`src/rtl/jt10_adpcm_rdata_if.sv`:
```
// Sample-memory read port: the responder drives address/request, memory returns data/ack.
interface jt10_adpcm_rdata_if;
  logic [19:0] rom_addr;
  logic        rom_req;
  logic [7:0]  rom_data;
  logic        rom_ok;

  modport master (
    output rom_addr,
    output rom_req,
    input  rom_data,
    input  rom_ok
  );

  modport slave (
    input  rom_addr,
    input  rom_req,
    output rom_data,
    output rom_ok
  );
endinterface

```
`src/rtl/jt10_adpcm_rdata.sv`:
```
// ADPCM-A read-data responder: per-channel one-byte prefetch buffer in front of the sample
// memory, answering slot-multiplexed nibble reads and fetching bytes one request at a time.
module jt10_adpcm_rdata #(
  parameter int unsigned CH = 6
) (
  input  logic               clk,
  input  logic               rst,
  input  logic               cen,
  input  logic               slot_sync,
  input  logic [19:0]        addr_in,
  input  logic               sel_in,
  input  logic               roe_n,
  jt10_adpcm_rdata_if.master rom,
  output logic [3:0]         nibble,
  output logic               nibble_vld,
  output logic [2:0]         nibble_ch,
  output logic               underrun
);

  typedef enum logic [0:0] {StIdle, StReq} state_e;

  // Slot counter and per-channel buffer state
  logic [2:0]    s_q, s_d, slot;
  logic [19:0]   tag_q  [CH];
  logic [19:0]   tag_d  [CH];
  logic [7:0]    data_q [CH];
  logic [7:0]    data_d [CH];
  logic [CH-1:0] valid_q, valid_d;
  logic [CH-1:0] pend_q, pend_d;

  // Fetch engine
  state_e        state_q, state_d;
  logic [2:0]    cur_q, cur_d, low_pend;
  logic          stale_q, stale_d;
  logic [19:0]   rom_addr_q, rom_addr_d;
  logic          rom_req, any_pend, fill;

  // Slot outputs
  logic [3:0]    nibble_q, nibble_d;
  logic          nibble_vld_q, nibble_vld_d;
  logic [2:0]    nibble_ch_q, nibble_ch_d;
  logic          underrun_q, underrun_d;

  // Slot-access decode
  logic          rd, tag_match, hit, retag;
  logic [19:0]   new_tag;

  assign slot      = slot_sync ? 3'd0 : s_q;
  assign rd        = cen && !roe_n;
  assign tag_match = (tag_q[slot] == addr_in);
  assign hit       = tag_match && valid_q[slot];
  // A miss retags to the requested byte; a low-nibble hit retags to the following byte.
  assign retag     = rd && (!tag_match || (hit && sel_in));
  assign new_tag   = tag_match ? addr_in + 20'd1 : addr_in;
  assign any_pend  = |pend_q;

  always_comb begin
    low_pend = '0;
    for (int i = int'(CH) - 1; i >= 0; i--) begin
      if (pend_q[i]) low_pend = 3'(i);
    end
  end

  // Slot counter and registered slot outputs
  always_comb begin
    s_d          = s_q;
    nibble_d     = nibble_q;
    nibble_vld_d = nibble_vld_q;
    nibble_ch_d  = nibble_ch_q;
    underrun_d   = underrun_q;
    if (cen) begin
      s_d          = (slot_sync || s_q == 3'(CH - 1)) ? 3'd0 : s_q + 3'd1;
      nibble_ch_d  = slot;
      nibble_vld_d = 1'b0;
      underrun_d   = 1'b0;
      if (!roe_n) begin
        if (hit) begin
          nibble_d     = sel_in ? data_q[slot][3:0] : data_q[slot][7:4];
          nibble_vld_d = 1'b1;
        end else begin
          underrun_d   = 1'b1;
        end
      end
    end
  end

  // Channel state: a retag from the slot side overrides a fill of the same channel
  always_comb begin
    tag_d   = tag_q;
    data_d  = data_q;
    valid_d = valid_q;
    pend_d  = pend_q;
    if (fill) begin
      data_d[cur_q]  = rom.rom_data;
      valid_d[cur_q] = 1'b1;
      pend_d[cur_q]  = 1'b0;
    end
    if (retag) begin
      tag_d[slot]   = new_tag;
      valid_d[slot] = 1'b0;
      pend_d[slot]  = 1'b1;
    end
  end

  // Fetch FSM: next state
  always_comb begin
    state_d = state_q;
    unique case (state_q)
      StIdle:  if (any_pend) state_d = StReq;
      StReq:   if (rom.rom_ok) state_d = StIdle;
      default: state_d = StIdle;
    endcase
  end

  // Fetch FSM: outputs and datapath
  always_comb begin
    cur_d      = cur_q;
    rom_addr_d = rom_addr_q;
    stale_d    = stale_q;
    fill       = 1'b0;
    rom_req    = 1'b0;
    unique case (state_q)
      StIdle: begin
        if (any_pend) begin
          cur_d      = low_pend;
          rom_addr_d = tag_q[low_pend];
          // The chosen channel may be retagged on the very clk its address is latched.
          stale_d    = retag && (slot == low_pend);
        end
      end
      StReq: begin
        rom_req = 1'b1;
        stale_d = stale_q || (retag && (slot == cur_q));
        fill    = rom.rom_ok && !stale_q && !(retag && (slot == cur_q));
      end
      default: ;
    endcase
  end

  always_ff @(posedge clk) begin
    if (rst) begin
      s_q          <= '0;
      tag_q        <= '{default: '0};
      data_q       <= '{default: '0};
      valid_q      <= '0;
      pend_q       <= '0;
      state_q      <= StIdle;
      cur_q        <= '0;
      stale_q      <= 1'b0;
      rom_addr_q   <= '0;
      nibble_q     <= '0;
      nibble_vld_q <= 1'b0;
      nibble_ch_q  <= '0;
      underrun_q   <= 1'b0;
    end else begin
      s_q          <= s_d;
      tag_q        <= tag_d;
      data_q       <= data_d;
      valid_q      <= valid_d;
      pend_q       <= pend_d;
      state_q      <= state_d;
      cur_q        <= cur_d;
      stale_q      <= stale_d;
      rom_addr_q   <= rom_addr_d;
      nibble_q     <= nibble_d;
      nibble_vld_q <= nibble_vld_d;
      nibble_ch_q  <= nibble_ch_d;
      underrun_q   <= underrun_d;
    end
  end

  assign rom.rom_addr = rom_addr_q;
  assign rom.rom_req  = rom_req;
  assign nibble       = nibble_q;
  assign nibble_vld   = nibble_vld_q;
  assign nibble_ch    = nibble_ch_q;
  assign underrun     = underrun_q;

endmodule

```
`src/flat_wrapper.sv`:
```
// flat-port wrapper written by rule: the top's interface ports become plain ports
module jt10_adpcm_rdata_flat 
#(
  parameter int unsigned CH = 6
)
  (clk, rst, cen, slot_sync, addr_in, sel_in, roe_n, nibble, nibble_vld, nibble_ch, underrun, rom_rom_addr, rom_rom_req, rom_rom_data, rom_rom_ok);
  jt10_adpcm_rdata_if rom_i ();
  input  logic clk;
  input  logic rst;
  input  logic cen;
  input  logic slot_sync;
  input  logic [19:0] addr_in;
  input  logic sel_in;
  input  logic roe_n;
  output logic [3:0] nibble;
  output logic nibble_vld;
  output logic [2:0] nibble_ch;
  output logic underrun;
  output wire logic [$bits(rom_i.rom_addr)-1:0] rom_rom_addr;
  output wire logic [$bits(rom_i.rom_req)-1:0] rom_rom_req;
  input wire logic [$bits(rom_i.rom_data)-1:0] rom_rom_data;
  input wire logic [$bits(rom_i.rom_ok)-1:0] rom_rom_ok;
  assign rom_rom_addr = rom_i.rom_addr;
  assign rom_rom_req = rom_i.rom_req;
  assign rom_i.rom_data = rom_rom_data;
  assign rom_i.rom_ok = rom_rom_ok;
  jt10_adpcm_rdata #(.CH(CH)) u_core (.clk(clk), .rst(rst), .cen(cen), .slot_sync(slot_sync), .addr_in(addr_in), .sel_in(sel_in), .roe_n(roe_n), .rom(rom_i), .nibble(nibble), .nibble_vld(nibble_vld), .nibble_ch(nibble_ch), .underrun(underrun));
endmodule
```
`config.mk`:
```
export PLATFORM = sky130hd
export DESIGN_NAME = jt10_adpcm_rdata_flat
export DESIGN_NICKNAME = d
export VERILOG_FILES = /design/src/rtl/jt10_adpcm_rdata_if.sv /design/src/rtl/jt10_adpcm_rdata.sv /design/src/flat_wrapper.sv
export SDC_FILE = /design/constraint.sdc
export NUM_CORES = 1
export LEC_CHECK = 0
export CORE_ASPECT_RATIO = 1.1
export CORE_MARGIN = 10
export CORE_UTILIZATION = 60
export DETAILED_ROUTE_END_ITERATION = 6
export GPL_ROUTABILITY_DRIVEN = 0
export PLACE_DENSITY = 0.82
export SKIP_CTS_REPAIR_TIMING = 1
export SYNTH_ARGS = -nofsm -noshare
export SYNTH_HDL_FRONTEND = slang
export SYNTH_SLANG_ARGS = --single-unit
```
`constraint.sdc`:
```
create_clock -name clk -period 4.5 [get_ports clk]
set_clock_uncertainty 0.2 [all_clocks]
set_input_delay 1.125 -clock clk [delete_from_list [all_inputs] [get_ports clk]]
set_output_delay 1.125 -clock clk [all_outputs]
set_load 0.02 [all_outputs]
```
==> results.tsv, run 1 <==
stage	metric	value	unit
floorplan	chipWidth	149.9	um
floorplan	core_area	18350	um^2
synthesis	synth_area_leaders	dfxtp_1 39%, mux2i_1 11%, a21oi_1 8.0%	
synthesis	synth_seq_area_share	38.98	%
critical_path	cp_data_required_time	4.69	ns
critical_path	end_kind	flop	
layout	postLayoutCellArea	13240	um^2
critical_path	r2r_cells	12	
route	num_vias	10860	
grt	grt_start_max_net_pins	70	
floorplan	ios	65	
timing	slew_viol_final	0	
synthesis	synth_enable_flop_cells	0	
critical_path	reg2reg_slack	0.49	ns
clock_tree	cts_tree	done	
grt	grt_pass1_vias	10550	
critical_path	cp_max_fo	16	
synthesis	synth-simple-area-share	14.46	%
synthesis	synthesis.area	11140	um^2
layout	final_cells	1653	
synthesis	yosysTopAreaCellShare	38.98	%
critical_path	cp-start-kind	input pin	
pwr	clockPowerShare	42.5	%
pwr	intPower	3.206	mW
clock_tree	cts_buffers	23	
critical_path	rr_endpoint	u_core.data_q[25]	
floorplan	initial_core_util	60.74	%
synthesis	synth_compound_area_share	23.57	%
outcome	run_status	finished, final reports clean	
route	firstDrtPassIters	6	
timing	timing.final.ws_setup	0.1672	ns
pwr	switching_share	25.86	%
place	dp_worst_setup_slack	-0.2442	ns
synthesis	synth_flop_cell	dfxtp_1	
clock_tree	clockBufferDepth	3	
floorplan	chipHeight	162.9	um
pwr	leakage	5.033	nW
route	wl_per_cell	21.39	um
synthesis	synth-seq-cells	217	
critical_path	r2r-start	u_core.s_q[0]	
timing	setup_viol	0	
route	wirelength	35350	um
route	drc	0	
route	vias_per_cell	6.571	
timing	period_share	96.28	%
run	maxCapViolations	0	
critical_path	worstPathArrival	4.52	ns
critical_path	critPathCapture	u_core.data_q[25]	
pwr	pwr-share-seq	46.1	%
pwr	ir_drop	0.3172	mV
place	placed_area	12500	um^2
pwr	power_density	326.6	nW/um^2
route	detail-route-antenna-nets	0	
critical_path	setup.worst_path.start	slot_sync	
timing	maxSlewHeadroom	22.68	%
synthesis	post_synth_mux_area_share	15.37	%
grt	antenna_found_initial	1	
clock_tree	clk_latency	0.52	ns
timing	tightest_slew	1.157	ns
synthesis	synthXorXnorAreaFrac	1.965	%
timing	rsz0062_at_grt	no	
synthesis	synth_top_family_by_area	compound AO/OA/AOI/OAI gates	
timing	clock.fmax	230.8	MHz
synthesis	synth_fa_ha_area_share	0.3368	%
clock_tree	cts_max_level	1	
clock_tree	cts.clk_slew.worst_paths	0.06	ns
synthesis	yosysTopAreaCell	dfxtp_1	
timing	timing.final.hold_violations	0	
grt	grt_pass1_wl	55810	um
place	port_buffers	64	
layout	final_layout_size_suffix_gt1_share	12.99	%
pwr	power	4.325	mW
layout	area_delta_synth_final	18.82	%
timing	fin_tns_setup	0	ns
timing	hold_ws	0.2517	ns
min_path	min_path_type	flop to flop	
synthesis	synth.distinct_cells	73	
synthesis	ys_warn_count	0	
synthesis	avgSynthCellArea	8.424	um^2
pwr	net-switching-power	1.119	mW
floorplan	fp-row-count	52	
timing	timing.final.crit_period	4.333	ns
clock_tree	clock_sinks	217	
synthesis	syn-num-nets	1361	
place	dp_hpwl	24150	um
place	dp_cells	1611	
layout	utilization	72.17	%
layout	finish.net_count	1431	
synthesis	synthArstFlopShare	0	%
clock_tree	cts_root_buf	clkbuf_16	
pwr	pwr-share-comb	11.4	%
floorplan	dieArea	24430	um^2
grt	grt_overflow	0	
critical_path	critPathKind	input pin to flop	
route	drtIter0Drc	1128	
grt	grt_use_total	28.12	%
synthesis	synth_cells	1323	
-- cells by family after synthesis --
| logic type | count (synthesis) |
|---|---|
| fa+ha+maj | 3 |
| simple gates | 339 |
| mux | 152 |
| compound gates | 445 |
| buf+inv | 142 |
| xor+xnor | 25 |
| flops | 217 |
-- cell type report --
cell class | instances | area, um^2
inverters | 27 | 103.9
diodes | 1 | 2.502
flip-flops and latches | 217 | 4348
clock buffers | 31 | 635.6
fillers | 1417 | 5106
clock inverters | 10 | 87.58
multi-input cells | 964 | 6279
repair buffers | 160 | 1481
well taps | 243 | 304.0
-- sequential cells by signal, indices dropped and copies added, names as in the netlist --
register,flops
u_core.cur_q,3
u_core.data_q,48
u_core.nibble,4
u_core.nibble_ch,3
u_core.nibble_vld,1
u_core.pend_q,6
u_core.rom.rom_addr,20
u_core.s_q,3
u_core.stale_q,1
u_core.state_q,1
u_core.tag_q,120
u_core.underrun,1
u_core.valid_q,6
-- worst min-delay path by stage --
stage                                       from                      to  slack, ns  depth (start not counted)
final                     u_core.rom.rom_addr[4]  u_core.rom.rom_addr[4]       0.25                          2
after global routing      u_core.rom.rom_addr[4]  u_core.rom.rom_addr[4]       0.27                          2
after CTS                 u_core.rom.rom_addr[4]  u_core.rom.rom_addr[4]       0.25                          2
after detailed placement       u_core.valid_q[3]       u_core.valid_q[3]       0.24                          2
after global placement    u_core.rom.rom_addr[3]  u_core.rom.rom_addr[3]       0.24                          2
after floorplan                u_core.valid_q[3]       u_core.valid_q[3]       0.23                          2
-- power by group through the flow --
stage,clock network [mW],registers [mW],logic [mW]
6_report,1.84,1.99,0.493
5_1_grt,1.94,1.99,0.524
4_1_cts,1.85,1.99,0.480
3_5_place_dp,0,2.03,0.478
3_3_place_gp,0,2.03,0.469
2_1_floorplan,0,2.03,0.276
-- cells in the mapped netlist, drive strengths merged (19+ instances only) --
cell type  instances
buf               38
mux2i            125
dfxtp            217
a211oi            37
inv               24
nand3             27
a21oi            179
o21ai            140
nor2              61
clkbuf            77
nor3              19
nand2            147
-- cells in the final DEF, fill, tap and decap left out, types with 7 or more instances in the layout --
cell type,netlist,layout
a211oi_1,36,35
clkdlybuf4s50_1,0,63
buf_4,9,86
o21ai_0,133,133
nand3_1,27,27
nand2b_1,11,11
nor3b_1,11,11
nand4_1,16,16
mux2i_1,125,125
xor2_1,12,10
and2_1,8,8
mux4_2,14,14
o22ai_1,9,9
buf_12,0,10
o211ai_1,16,16
and3_1,14,14
dfxtp_1,217,216
inv_1,23,23
o21ai_1,7,7
mux2_2,11,11
o221ai_1,8,8
nand2_1,147,147
xnor2_1,13,13
a21oi_1,179,173
nor2_1,61,61
nor3_1,19,18
clkbuf_16,0,23
-- critical path, stage by stage --
cell             delay [ns]
clkdlybuf4s50_1        0.55
buf_4                  0.27
or3b_1                 0.30
o22ai_1                0.19
a2111oi_2              0.46
nand4_1                0.21
nor4_4                 0.32
buf_4                  0.23
a211o_1                0.27
nand4b_1               0.21
buf_4                  0.25
mux2i_1                0.13
-- layer usage --
layer	part of all wire [%]	vias up	global-route usage, %	routed length, um
li1	-	4974	-	-
met1	37	5044	33.11	13100
met5	0	-	0	0
met3	10	179	6.809	3623
met2	47	665	45.69	16480
met4	6.1	0	16.45	2143
Note: power is estimated with default switching activity, not from simulation.
==> run 2: changes to the inputs <==
clock period = 5.3 ns   (was 4.5 ns; I/O delays follow)
==> run 2 against run 1 <==
  * Count of clock-buffer cells in the layout fell by 2
  * Clock power fell by 9.8%
  * Sequential cell count did not move
  * Combinational power fell by 21%
  * Power fell by 13%
  * Sequential power fell by 15%
  * Sequential share of layout area rose by 0.98 points
  * Design area fell by 2.9%
  * Critical endpoint is now u_core.tag_q[38]
==> results.tsv, run 2 (synthesized netlist as in run 1, its figures left out) <==
stage	metric	value	unit	change
layout	utilization	70.08	%	-2.1 points
route	drtIter0Drc	1033		-8.4%
floorplan	core_area	18350	um^2	unchanged
timing	timing.final.hold_violations	0		unchanged
clock_tree	cts.clk_slew.worst_paths	0.07	ns	about the same
critical_path	cp_data_required_time	5.48	ns	+0.79 ns
grt	grt_start_max_net_pins	115		+64%
pwr	power	3.749	mW	-13%
timing	setup_viol	0		unchanged
route	num_vias	10740		-1.1%
route	detail-route-antenna-nets	0		unchanged
pwr	ir_drop	0.2971	mV	-6.4%
pwr	clockPowerShare	44.4	%	+1.9 points
outcome	run_status	finished, final reports clean		
timing	tightest_slew	1.178	ns	+0.02121 ns
grt	grt_use_total	27.79	%	-0.33 points
clock_tree	cts_root_buf	clkbuf_16		
critical_path	cp_max_fo	25		+9
critical_path	cp_slowest_cell	clkdlybuf4s50_1		
layout	final_common_cell	dfxtp_1		
route	drc	0		unchanged
place	dp_hpwl	23300	um	-3.5%
pwr	pwr-share-comb	10.4	%	-1.0 points
place	port_buffers	64		unchanged
clock_tree	cts_max_level	1		unchanged
floorplan	chipHeight	162.9	um	unchanged
timing	maxSlewHeadroom	21.26	%	-1.4 points
pwr	power_density	291.6	nW/um^2	-11%
layout	finish.net_count	1385		-3.2%
pwr	leakage	4.803	nW	-4.6%
timing	timing.final.ws_setup	0.6691	ns	+0.5019 ns
layout	layout_common_cells	216 x dfxtp_1, 173 x a21oi_1, 147 x nand2_1		
floorplan	fp-row-count	52		unchanged
grt	grt_pass1_wl	55160	um	-1.2%
floorplan	chipWidth	149.9	um	unchanged
critical_path	end_kind	flop		
layout	antennaDiodeCount	0		-1
layout	largest_reg_flops	120		unchanged
critical_path	crit_path_cell_trace	clkdlybuf4s50_1, buf_12, buf_4, nand2b_1, o221ai_1, and2_1, a211o_1, nor4_1, and2_1, buf_4, nand4_1, xor2_1, a21oi_1		
clock_tree	clockBufferDepth	3		unchanged
run	maxCapViolations	0		unchanged
floorplan	initial_core_util	60.74	%	unchanged
timing	fin_tns_setup	0	ns	unchanged
min_path	min_path_type	flop to flop		
critical_path	critPathMaxStageDelay	0.50	ns	-0.05 ns
timing	period_share	87.37	%	
critical_path	critPathKind	input pin to flop		
pwr	switching_share	25.18	%	-0.68 points
route	vias_per_cell	6.695		+1.9%
timing	slew_viol_final	0		unchanged
clock_tree	clk_latency	0.53	ns	about the same
route	firstDrtPassIters	6		unchanged
pwr	intPower	2.805	mW	-13%
layout	final_layout_size_suffix_gt1_share	9.993	%	-3.0 points
route	wl_per_cell	21.87	um	+2.3%
grt	grt_overflow	0		unchanged
timing	clock.fmax	215.9	MHz	
timing	rsz0062_at_grt	no		
pwr	pwr-share-seq	45.2	%	-0.9 points
pwr	net-switching-power	944.1	uW	-16%
clock_tree	clock_sinks	217		unchanged
clock_tree	cts_tree	done		
clock_tree	cts_buffers	22		-4.3%
critical_path	worstPathArrival	4.81	ns	+0.29 ns
layout	top_register	u_core.tag_q		
critical_path	cp_top_family	buffers and inverters		
grt	antenna_found_initial	0		-1
critical_path	path_buf_inv	4		unchanged
floorplan	dieArea	24430	um^2	unchanged
place	dp_worst_setup_slack	0.2818	ns	+0.5261 ns
floorplan	ios	65		unchanged
timing	timing.final.crit_period	4.631	ns	
route	wirelength	35080	um	-0.77%
layout	area_delta_synth_final	15.38	%	
grt	grt_pass1_vias	10240		-2.9%
critical_path	cp-start-kind	input pin		
## run 2: cell count changes in the layout (fill, tap and decap cells not counted)
cell       previous run  this run
clkinv_4              1         2
diode_2               1         0
buf_4                86        47
buf_12               10         4
clkbuf_1              5         2
clkinv_2              5         2
xor2_2                2         0
bufinv_16             1         3
xor2_1               10        12
inv_6                 1         0
clkbuf_8              3         4
## run 2: through the flow
step / hold slack [ns] / area (um^2) / std cells
after CTS: 0.2568 / 12860 / 1604
after global routing: 0.2769 / 12860 / 1604
after global placement: 0.2409 / 12090 / 1566
final: 0.2563 / 12860 / 1604
after detailed placement: 0.2488 / 12090 / 1566
after floorplan: 0.2304 / 11140 / 1323
## run 2: power by group through the flow
| stage | clock (mW) | combinational [mW] | sequential, mW |
|---|---|---|---|
| global placement | 0 | 0.370 | 1.73 |
| global route | 1.72 | 0.412 | 1.70 |
| finish | 1.66 | 0.389 | 1.70 |
| CTS | 1.66 | 0.378 | 1.69 |
| detailed placement | 0 | 0.376 | 1.73 |
| floorplan | 0 | 0.234 | 1.72 |
## run 2: worst reg2reg max path, stage by stage, from the launching register on
cell and delay, ns:
dfxtp_4 0.98, inv_2 0.27, a21oi_1 0.67, o21ai_0 0.21, mux2i_1 0.22, nand4_1 0.17, nor4_4 0.36, buf_12 0.24
a211o_1 0.28, nand4_1 0.14, buf_4 0.23, a211oi_1 0.31
## run 2: worst paths after layout
path                      startpoint                      end  slack, ns  cells past startpoint
min          u_core.rom.rom_addr[18]  u_core.rom.rom_addr[18]       0.26                      2
min reg2reg  u_core.rom.rom_addr[18]  u_core.rom.rom_addr[18]       0.26                      2
max reg2reg            u_core.s_q[0]        u_core.valid_q[3]       0.92                     11
max                        slot_sync         u_core.tag_q[38]       0.67                     13
## run 2: per-layer routing
layer / vias to the layer above / share of wire (%) / GRT usage [%]
met5: - / 0 / 0
met4: 0 / 5.2 / 15.38
met3: 168 / 9.6 / 5.058
met2: 661 / 47 / 44.80
met1: 5050 / 39 / 34.37
li1: 4860 / - / -
## run 2: final cells by class
type                            instances  area [um^2]
Multi-Input combinational cell        964         6264
Fill cell                            1509         5489
Sequential cell                       217         4348
Timing Repair Buffer                  115         1069
Clock buffer                           29        638.1
Tap cell                              243        304.0
Clock inverter                          9        132.6
Inverter                               27        103.9
